$ cat src/rtl/tlrb_aib_apb_master_if.sv
// Command/response handshake plus APB bus bundle for the TLRB AIB APB initiator.
// The master modport is the initiator's view; the slave modport is its counterpart.
interface tlrb_aib_apb_master_if #(
   parameter int AW = 12,
   parameter int DW = 32
) ();
   logic          cmd_valid;
   logic          cmd_ready;
   logic          cmd_write;
   logic          cmd_poll;
   logic [AW-1:0] cmd_addr;
   logic [DW-1:0] cmd_wdata;
   logic [DW-1:0] cmd_mask;

   logic          rsp_valid;
   logic          rsp_ready;
   logic [DW-1:0] rsp_rdata;
   logic [1:0]    rsp_err;
   logic          busy;

   logic [AW-1:0] paddr;
   logic          psel;
   logic          penable;
   logic          pwrite;
   logic [DW-1:0] pwdata;
   logic [DW-1:0] prdata;
   logic          pready;

   modport master (
      input  cmd_valid, cmd_write, cmd_poll, cmd_addr, cmd_wdata, cmd_mask,
      input  rsp_ready, prdata, pready,
      output cmd_ready, rsp_valid, rsp_rdata, rsp_err, busy,
      output paddr, psel, penable, pwrite, pwdata
   );

   modport slave (
      output cmd_valid, cmd_write, cmd_poll, cmd_addr, cmd_wdata, cmd_mask,
      output rsp_ready, prdata, pready,
      input  cmd_ready, rsp_valid, rsp_rdata, rsp_err, busy,
      input  paddr, psel, penable, pwrite, pwdata
   );
endinterface

$ cat src/rtl/tlrb_aib_apb_master.sv
// APB initiator for the TLRB AIB PHY config port: single write, read and
// read-poll commands in, one response (data + error code) out per command.
module tlrb_aib_apb_master #(
   parameter int AW       = 12,
   parameter int DW       = 32,
   parameter int TIMEOUT  = 255,
   parameter int POLL_MAX = 1023
) (
   input  logic                  pclk,
   input  logic                  presetn,
   tlrb_aib_apb_master_if.master bus
);
   localparam int TW = $clog2(TIMEOUT + 1);
   localparam int PW = $clog2(POLL_MAX + 1);
   localparam logic [TW-1:0] TO_LAST   = TW'(TIMEOUT - 1);
   localparam logic [PW-1:0] POLL_LAST = PW'(POLL_MAX);

   localparam logic [1:0] ERR_OK      = 2'b00;
   localparam logic [1:0] ERR_TIMEOUT = 2'b01;
   localparam logic [1:0] ERR_POLL    = 2'b10;

   typedef enum logic [1:0] {IDLE, SETUP, ACCESS, RESP} state_t;

   state_t        state_reg;
   logic          cmd_ready_reg;
   logic          busy_reg;
   logic          psel_reg;
   logic          penable_reg;
   logic          pwrite_reg;
   logic [AW-1:0] paddr_reg;
   logic [DW-1:0] pwdata_reg;
   logic          rsp_valid_reg;
   logic [DW-1:0] rsp_rdata_reg;
   logic [1:0]    rsp_err_reg;
   logic          poll_reg;
   logic [DW-1:0] cmpv_reg;
   logic [DW-1:0] mask_reg;
   logic [TW-1:0] tcnt_reg;
   logic [PW-1:0] pcnt_reg;

   // A bit satisfies the poll when it is masked off or equals the compare value.
   logic [DW-1:0] bit_ok;
   logic          poll_hit;

   genvar gi;
   generate
      for (gi = 0; gi < DW; gi++) begin : g_match
         assign bit_ok[gi] = ~mask_reg[gi] | (bus.prdata[gi] ~^ cmpv_reg[gi]);
      end
   endgenerate

   assign poll_hit = &bit_ok;

   always_ff @(posedge pclk or negedge presetn) begin
      if (!presetn) begin
         state_reg     <= IDLE;
         cmd_ready_reg <= 1'b1;
         busy_reg      <= 1'b0;
         psel_reg      <= 1'b0;
         penable_reg   <= 1'b0;
         pwrite_reg    <= 1'b0;
         paddr_reg     <= '0;
         pwdata_reg    <= '0;
         rsp_valid_reg <= 1'b0;
         rsp_rdata_reg <= '0;
         rsp_err_reg   <= ERR_OK;
         poll_reg      <= 1'b0;
         cmpv_reg      <= '0;
         mask_reg      <= '0;
         tcnt_reg      <= '0;
         pcnt_reg      <= '0;
      end else begin
         case (state_reg)
            IDLE: begin
               if (bus.cmd_valid) begin
                  state_reg     <= SETUP;
                  cmd_ready_reg <= 1'b0;
                  busy_reg      <= 1'b1;
                  psel_reg      <= 1'b1;
                  penable_reg   <= 1'b0;
                  paddr_reg     <= bus.cmd_addr;
                  pwrite_reg    <= bus.cmd_write;
                  pwdata_reg    <= bus.cmd_write ? bus.cmd_wdata : '0;
                  poll_reg      <= bus.cmd_poll & ~bus.cmd_write;
                  cmpv_reg      <= bus.cmd_wdata;
                  mask_reg      <= bus.cmd_mask;
                  pcnt_reg      <= PW'(1);
                  tcnt_reg      <= '0;
               end
            end

            SETUP: begin
               state_reg   <= ACCESS;
               penable_reg <= 1'b1;
            end

            ACCESS: begin
               if (bus.pready) begin
                  penable_reg   <= 1'b0;
                  rsp_rdata_reg <= pwrite_reg ? '0 : bus.prdata;
                  if (poll_reg && !poll_hit && (pcnt_reg < POLL_LAST)) begin
                     // Retry keeps psel high: the bus is not released between attempts.
                     state_reg <= SETUP;
                     pcnt_reg  <= pcnt_reg + 1'b1;
                     tcnt_reg  <= '0;
                  end else begin
                     state_reg     <= RESP;
                     psel_reg      <= 1'b0;
                     rsp_valid_reg <= 1'b1;
                     rsp_err_reg   <= (poll_reg && !poll_hit) ? ERR_POLL : ERR_OK;
                  end
               end else if (tcnt_reg == TO_LAST) begin
                  state_reg     <= RESP;
                  tcnt_reg      <= tcnt_reg + 1'b1;
                  psel_reg      <= 1'b0;
                  penable_reg   <= 1'b0;
                  rsp_valid_reg <= 1'b1;
                  rsp_rdata_reg <= '0;
                  rsp_err_reg   <= ERR_TIMEOUT;
               end else begin
                  tcnt_reg <= tcnt_reg + 1'b1;
               end
            end

            RESP: begin
               // Returning to IDLE first means a waiting command is taken a cycle later.
               if (bus.rsp_ready) begin
                  state_reg     <= IDLE;
                  rsp_valid_reg <= 1'b0;
                  cmd_ready_reg <= 1'b1;
                  busy_reg      <= 1'b0;
               end
            end

            default: begin
               state_reg     <= IDLE;
               cmd_ready_reg <= 1'b1;
               busy_reg      <= 1'b0;
               psel_reg      <= 1'b0;
               penable_reg   <= 1'b0;
               rsp_valid_reg <= 1'b0;
            end
         endcase
      end
   end

   assign bus.cmd_ready = cmd_ready_reg;
   assign bus.busy      = busy_reg;
   assign bus.psel      = psel_reg;
   assign bus.penable   = penable_reg;
   assign bus.pwrite    = pwrite_reg;
   assign bus.paddr     = paddr_reg;
   assign bus.pwdata    = pwdata_reg;
   assign bus.rsp_valid = rsp_valid_reg;
   assign bus.rsp_rdata = rsp_rdata_reg;
   assign bus.rsp_err   = rsp_err_reg;
endmodule

$ cat src/flat_wrapper.sv
// flat-port wrapper written by rule: the top's interface ports become plain ports
module tlrb_aib_apb_master_flat 
#(
   parameter int AW       = 12,
   parameter int DW       = 32,
   parameter int TIMEOUT  = 255,
   parameter int POLL_MAX = 1023
)
  (pclk, presetn, bus_cmd_valid, bus_cmd_write, bus_cmd_poll, bus_cmd_addr, bus_cmd_wdata, bus_cmd_mask, bus_rsp_ready, bus_prdata, bus_pready, bus_cmd_ready, bus_rsp_valid, bus_rsp_rdata, bus_rsp_err, bus_busy, bus_paddr, bus_psel, bus_penable, bus_pwrite, bus_pwdata);
  tlrb_aib_apb_master_if #(.AW(AW), .DW(DW)) bus_i ();
  input  logic pclk;
  input  logic presetn;
  input wire logic [$bits(bus_i.cmd_valid)-1:0] bus_cmd_valid;
  input wire logic [$bits(bus_i.cmd_write)-1:0] bus_cmd_write;
  input wire logic [$bits(bus_i.cmd_poll)-1:0] bus_cmd_poll;
  input wire logic [$bits(bus_i.cmd_addr)-1:0] bus_cmd_addr;
  input wire logic [$bits(bus_i.cmd_wdata)-1:0] bus_cmd_wdata;
  input wire logic [$bits(bus_i.cmd_mask)-1:0] bus_cmd_mask;
  input wire logic [$bits(bus_i.rsp_ready)-1:0] bus_rsp_ready;
  input wire logic [$bits(bus_i.prdata)-1:0] bus_prdata;
  input wire logic [$bits(bus_i.pready)-1:0] bus_pready;
  output wire logic [$bits(bus_i.cmd_ready)-1:0] bus_cmd_ready;
  output wire logic [$bits(bus_i.rsp_valid)-1:0] bus_rsp_valid;
  output wire logic [$bits(bus_i.rsp_rdata)-1:0] bus_rsp_rdata;
  output wire logic [$bits(bus_i.rsp_err)-1:0] bus_rsp_err;
  output wire logic [$bits(bus_i.busy)-1:0] bus_busy;
  output wire logic [$bits(bus_i.paddr)-1:0] bus_paddr;
  output wire logic [$bits(bus_i.psel)-1:0] bus_psel;
  output wire logic [$bits(bus_i.penable)-1:0] bus_penable;
  output wire logic [$bits(bus_i.pwrite)-1:0] bus_pwrite;
  output wire logic [$bits(bus_i.pwdata)-1:0] bus_pwdata;
  assign bus_i.cmd_valid = bus_cmd_valid;
  assign bus_i.cmd_write = bus_cmd_write;
  assign bus_i.cmd_poll = bus_cmd_poll;
  assign bus_i.cmd_addr = bus_cmd_addr;
  assign bus_i.cmd_wdata = bus_cmd_wdata;
  assign bus_i.cmd_mask = bus_cmd_mask;
  assign bus_i.rsp_ready = bus_rsp_ready;
  assign bus_i.prdata = bus_prdata;
  assign bus_i.pready = bus_pready;
  assign bus_cmd_ready = bus_i.cmd_ready;
  assign bus_rsp_valid = bus_i.rsp_valid;
  assign bus_rsp_rdata = bus_i.rsp_rdata;
  assign bus_rsp_err = bus_i.rsp_err;
  assign bus_busy = bus_i.busy;
  assign bus_paddr = bus_i.paddr;
  assign bus_psel = bus_i.psel;
  assign bus_penable = bus_i.penable;
  assign bus_pwrite = bus_i.pwrite;
  assign bus_pwdata = bus_i.pwdata;
  tlrb_aib_apb_master #(.AW(AW), .DW(DW), .TIMEOUT(TIMEOUT), .POLL_MAX(POLL_MAX)) u_core (.pclk(pclk), .presetn(presetn), .bus(bus_i));
endmodule
$ cat config.mk
export PLATFORM = sky130hd
export DESIGN_NAME = tlrb_aib_apb_master_flat
export DESIGN_NICKNAME = d
export VERILOG_FILES = /design/src/rtl/tlrb_aib_apb_master_if.sv /design/src/rtl/tlrb_aib_apb_master.sv /design/src/flat_wrapper.sv
export SDC_FILE = /design/constraint.sdc
export NUM_CORES = 1
export LEC_CHECK = 0
export ABC_CLOCK_PERIOD_IN_PS = 2300
export CAP_MARGIN = 30
export CORE_ASPECT_RATIO = 0.9
export CORE_MARGIN = 2
export CORE_UTILIZATION = 48
export DETAILED_ROUTE_END_ITERATION = 12
export HOLD_SLACK_MARGIN = 0.15
export MAX_ROUTING_LAYER = met4
export PLACE_DENSITY = 0.8
export SLEW_MARGIN = 40
export SYNTH_ARGS = -nofsm -noshare
export SYNTH_HDL_FRONTEND = slang
export SYNTH_SLANG_ARGS = --single-unit
export TNS_END_PERCENT = 50
$ cat constraint.sdc
create_clock -name pclk -period 2.3 [get_ports pclk]
set_input_delay 0.46 -clock pclk [delete_from_list [all_inputs] [get_ports pclk]]
set_output_delay 0.46 -clock pclk [all_outputs]
set_load 0.01 [all_outputs]
==> impl_metrics.ini <==
[status]
status = finished clean

[clock_network]
h-tree-depth = 4
clkLatencyLatePin_ns = 0.43
cts.clk_slew.worst_paths_ns = 0.06
cts_sinks = 169
postCtsSetupBuffers = 0
root_buffer = clkbuf_16
cts_made_buffers = 17
cts_tree = done
clk_path_buf_depth = 2

[route]
num_vias = 6264
routed_wl_um = 19600
drt-initial-drc-count = 542
dr.pass1.iters = 4
avgRoutedWirePerCell_um = 16.6
drc_errors = 0
drtAntennaViolNets = 0
via_per_inst = 5.31

[power_and_ir_drop]
cellLeakagePower_nw = 4.91
ir_drop_v = 0.000644
power.density_nw_per_um2 = 1270

[yosys]
synth_top_cell_area_share = 0.576
synth_top_cell_by_area = dfrtp_1
synth.distinct_cells = 52
syn_nets = 891
netlist_instances = 773
ys.flop_type = dfrtp_1
synthArstFlopShare = 1.00
ys_ff_latch = 169
syn_area_um2 = 7300
synth_common_cells = nand2_1 (317), dfrtp_1 (168), nand3_1 (47)
ys_seq_area_frac = 0.579
ys_warn_count = 0
syn_area_per_cell_um2 = 9.45
ys_top_cells_by_area = dfrtp_1 (58%), nand2_1 (16%), xor2_1 (4.0%), a22o_1 (3.7%), nand3_1 (3.2%)
yosysMostFrequentCell = nand2_1
synth-edff-count = 0

[sta]
maxSlewHeadroom = 0.507
clock-skew-final_ns = 0.00998
hold_ws_ns = 0.459
fin_setup_tns_ns = 0
setup_viol = 0
period_needed_ns = 2.24
period_share = 0.974
worst_pin_slew_ns = 0.734
hold_violations = 0
drv_slew = 0
fmax_ghz = 0.446
rsz0062_at_grt = false

[critical_path]
rr_startpoint = u_core.cmpv_reg[24]
endpoint_kind = register
critPathArrivalTime_ns = 2.60
ff2ff_setup_slack_ns = 0.20
cp-start-kind = input pin
ff2ff_path_depth = 7
crit_path_max_fanout = 22
crit_type = in -> reg
rr_endpoint = u_core.pcnt_reg[5]
cp.required_ns = 2.66

[hold_path]
hold_start = u_core.bus.cmd_ready
hp-class = reg -> reg
worstHoldPathCells = 2
hold_path_end = u_core.bus.cmd_ready

[place]
place_area_um2 = 9660
dp.cells = 1148
io_buffers = 198
gp_congestion = 0.878
hpwl_um = 13700

[cells_and_area]
antenna_cells = 0
final_cells = 1179
layout.nets = 1088
final_area_um2 = 10200
drive_gt1_frac = 0.0724
area_growth_pct = 40.3

[grt]
grt_pass1_wl_um = 31900
antenna_found_initial = 0
grt_pass1_vias = 6215
gr-usage-all-layers = 0.259
overflow = 0
grt_max_degree = 59

[floorplan]
die_x_um = 134
num_rows = 42
start_util = 0.494
die_y_um = 121
core_area_um2 = 14800
ioPinCount = 199
die_area_um2 = 16200

[job]
maxCapViolations = 0
==> how the worst max path moves through the flow <==
stage,from,endpoint,slack [ns],cells past startpoint
3_5_place_dp,bus_prdata[24],u_core.pcnt_reg[5],-0.38,8
4_1_cts,bus_prdata[24],u_core.pcnt_reg[5],0.06,8
2_1_floorplan,bus_prdata[28],u_core.pcnt_reg[2],0.40,8
3_3_place_gp,bus_prdata[24],u_core.pcnt_reg[5],-0.38,8
5_1_grt,bus_prdata[28],u_core.bus.psel,0.008,8
6_report,bus_prdata[24],u_core.pcnt_reg[5],0.06,8
==> where the power goes <==
part / switching [mW] / total, mW / internal [mW]
clock network: 1.13 / 2.75 / 1.62
registers: 0.895 / 5.21 / 4.31
logic: 2.45 / 5.03 / 2.59
==> cells by family (layout without fill, tap and decap cells) <==
group,count (synthesis),in the layout,synth area share
simple gates,418,418,0.238
mux,3,3,0.00411
fa+ha+maj,3,3,0.00514
compound gates,95,95,0.101
flops,169,169,0.579
xor+xnor,34,34,0.0408
buf+inv,51,259,0.0322
==> critical path, cell delays in order <==
cell and delay [ns]:
clkdlybuf4s50_1 0.50, xor2_1 0.31, a22oi_1 0.15, nand4_1 0.20
nor4_4 0.08, buf_12 0.15, or4b_2 0.66, nand3_1 0.08
==> cells in the final DEF (no fill, tap or decap), drive strengths merged, types with 2 or more instances in the layout <==
master         instances
a211o                  3
a21oi                  7
a22o                  32
a22oi                 18
a31oi                  7
a32o                   2
and2                   5
and3                   4
buf                   24
clkbuf                24
clkdlybuf4s50        197
clkinv                 2
clkinvlp               2
dfrtp                168
ha                     3
inv                    8
mux2i                  3
nand2                317
nand2b                 4
nand3                 48
nand4                  5
nor2                  20
nor2b                  2
nor3                   3
nor4                   3
o211ai                 2
o21ai                 14
o41ai                  3
or4                    2
or4b                   2
xor2                  33
==> routing by layer <==
| metal | global-route usage | up-vias | wire length [µm] | share of wire |
|---|---|---|---|---|
| li1 | - | 2964 | - | - |
| met1 | 0.337 | 3063 | 8470 | 0.43 |
| met2 | 0.396 | 213 | 9340 | 0.48 |
| met3 | 0.0819 | 24 | 1450 | 0.074 |
| met4 | 0.0730 | 0 | 319 | 0.016 |
| met5 | - | - | 0 | 0 |
==> repair_timing <==
action | 4_1_cts | 5_1_grt
endpoints found under the setup margin | 0 | 4
resized for setup | 0 | 1
hold endpoints to repair | 25 | 0
hold buffers | 1 | 0
==> cell type report <==
cell class / instances / area, µm²
Clock buffer: 24 / 502
Clock inverter: 6 / 63.8
Fill cell: 1136 / 4520
Inverter: 7 / 26.3
Multi-Input combinational cell: 553 / 2880
Sequential cell: 169 / 4230
Tap cell: 198 / 248
Timing Repair Buffer: 222 / 2290
==> per-stage QoR <==
stage	setup slack [ns]	util	power, mW
after CTS	0.0586	0.693	13.1
after detailed placement	-0.383	0.654	10.3
after floorplan	0.400	-	7.56
final	0.0589	0.694	13.0
after global routing	0.00835	0.694	13.8
after global placement	-0.385	0.654	10.1
Power figures use the tool's default switching activity.
==> patch (same flow settings) <==
Re-encode `state_t` (4 states) as Gray code, 2 bits wide.
--- a/src/rtl/tlrb_aib_apb_master.sv
+++ b/src/rtl/tlrb_aib_apb_master.sv
@@ -19,7 +19,7 @@
    localparam logic [1:0] ERR_TIMEOUT = 2'b01;
    localparam logic [1:0] ERR_POLL    = 2'b10;
 
-   typedef enum logic [1:0] {IDLE, SETUP, ACCESS, RESP} state_t;
+   typedef enum logic [1:0] {IDLE = 2'b00, SETUP = 2'b01, ACCESS = 2'b11, RESP = 2'b10} state_t;
 
    state_t        state_reg;
    logic          cmd_ready_reg;
Behaviour: same outputs for any inputs over 4 cycles, from zero or initial values and one cycle with presetn low; so few cycles prove little.
==> patch against the original RTL <==
- the flow now finishes with violations (negative setup slack)
- maximum frequency decreased by 5.6%
- design area grew 1.5%
- setup slack got worse by 130 ps
- synthesized area down 0.57%
- total power rose by 7.3%
- worst hold slack got worse by 130 ps
- wire length is essentially flat
- sequential power grew 1%
- sequential cell count stayed put
==> patch: results (changes against the original RTL) <==
- Seq/Total Area, Yosys: 0.583 (was 0.579)
- Slowest CP cell: or4_4 (was or4b_2)
- GP Congestion: 0.875 (was 0.878)
- Grt met3 use: 0.0788 (was 0.0819)
- Status: finished with violations (was completed)
- Top post-synthesis cells by count: dfrtp_1, mux2_2, nand2_1 (was nand2_1, dfrtp_1, nand3_1)
- Ranking of synthesized cells by area: dfrtp_1, mux2_2, nand2_1 (was dfrtp_1, nand2_1, xor2_1)
- Slew @ Worst Pin: 640 ps (was 734 ps)
- CP peak stage delay: 630 ps (was 660 ps)
- # fillers: 1025 (was 1136)
- Met1 global-route usage: 0.336 (was 0.337)
- Hold Crit Endpoint: u_core.bus.rsp_rdata[23] (was u_core.bus.cmd_ready)
- RR Startpoint: u_core.cmpv_reg[4] (was u_core.cmpv_reg[24])
- Critical Path AT: 2690 ps (was 2600 ps)
- Setup_tns: -151 ps (was 0 ps)
- Mux contribution to synthesized area: 0.128 (was 0.00411)
- Nets@finish: 946 (was 1088)
- Vias in the first global route: 6013 (was 6215)
- Synth Area in Adders: 0.0121 (was 0.00514)
- Detailed Route WL: 19.6 mm (about the same)
- LEAKAGE: 4.63 nW (was 4.91 nW)
- Starting Density: 0.492 (was 0.494)
- Hold crit path type: in2reg (was reg2reg)
- DP Worst Slack: -777 ps (was -383 ps)
- Met2 Routed Length: 9.44 mm (was 9.34 mm)
- Metal3 WL: 1.42 mm (was 1.45 mm)
- Via-to-Cell Ratio: 5.54 (was 5.31)
- Failing checks: negative setup slack
- Final worst setup slack: -74.4 ps (was 58.9 ps)
- Largest net degree at the start of global routing: 64 (was 59)
- Initial drt markers: 317 (was 542)
- Gr usage total: 0.258 (was 0.259)
- Crit path launch type: flip-flop (was input pin)
- Net Count, Synth: 732 (was 891)
- Layout cells sized above 1: 0.194 (was 0.0724)
- Final setup vio count: 5 (was 0)
- Worst hold start: bus_prdata[23] (was u_core.bus.cmd_ready)
- Yosys cell types: 49 (was 52)
## patch: logic make-up after synthesis
| kind of cell | after synthesis |
|---|---|
| AO/OA/AOI/OAI | 137 |
| XOR/XNOR | 33 |
| adder cells (fa/ha/maj) | 7 |
| buffers and inverters | 42 |
| flip-flops | 169 |
| multiplexers | 83 |
| AND/OR/NAND/NOR | 139 |
## patch: what timing repair did
item	CTS	global route
pin swaps	16	17
buffers inserted	3	2
hold buffers	1	0
gates resized for setup	32	21
endpoints found under the hold margin	54	0
setup endpoints to repair	21	22
## patch: power by group
part           total, W  switching (W)  leakage [nW]  internal (W)
Clock           0.00293        0.00111         0.290       0.00182
Sequential      0.00528       0.000934          2.12       0.00435
Combinational   0.00573        0.00254          2.22       0.00319
## patch: stage by stage
stage	total power, W	instances	area [um2]	utilization	hold slack, ps
2_1_floorplan	0.00797	610	7260	-	164
3_3_place_gp	0.0105	998	9640	0.653	457
3_5_place_dp	0.0107	998	9640	0.653	463
4_1_cts	0.0138	1030	10300	0.698	426
5_1_grt	0.0147	1031	10400	0.704	316
6_report	0.0139	1031	10400	0.704	326
## patch: critical path, delay by kind of cell (launching register included)
family | cells | cell delay (ps)
DFF | 1 | 410
and+or+nand+nor | 4 | 1290
xor gates and xnor gates | 1 | 160
AOI/OAI and AO/OA | 2 | 410
## patch: cell type report
type                            count  area (um2)  area share
Clock buffer                       19         443      0.0426
Clock inverter                      9         151      0.0146
Inverter                            9        33.8     0.00325
Multi-Input combinational cell    399        3020       0.291
Sequential cell                   169        4230       0.407
Tap cell                          198         248      0.0238
Timing Repair Buffer              228        2270       0.218
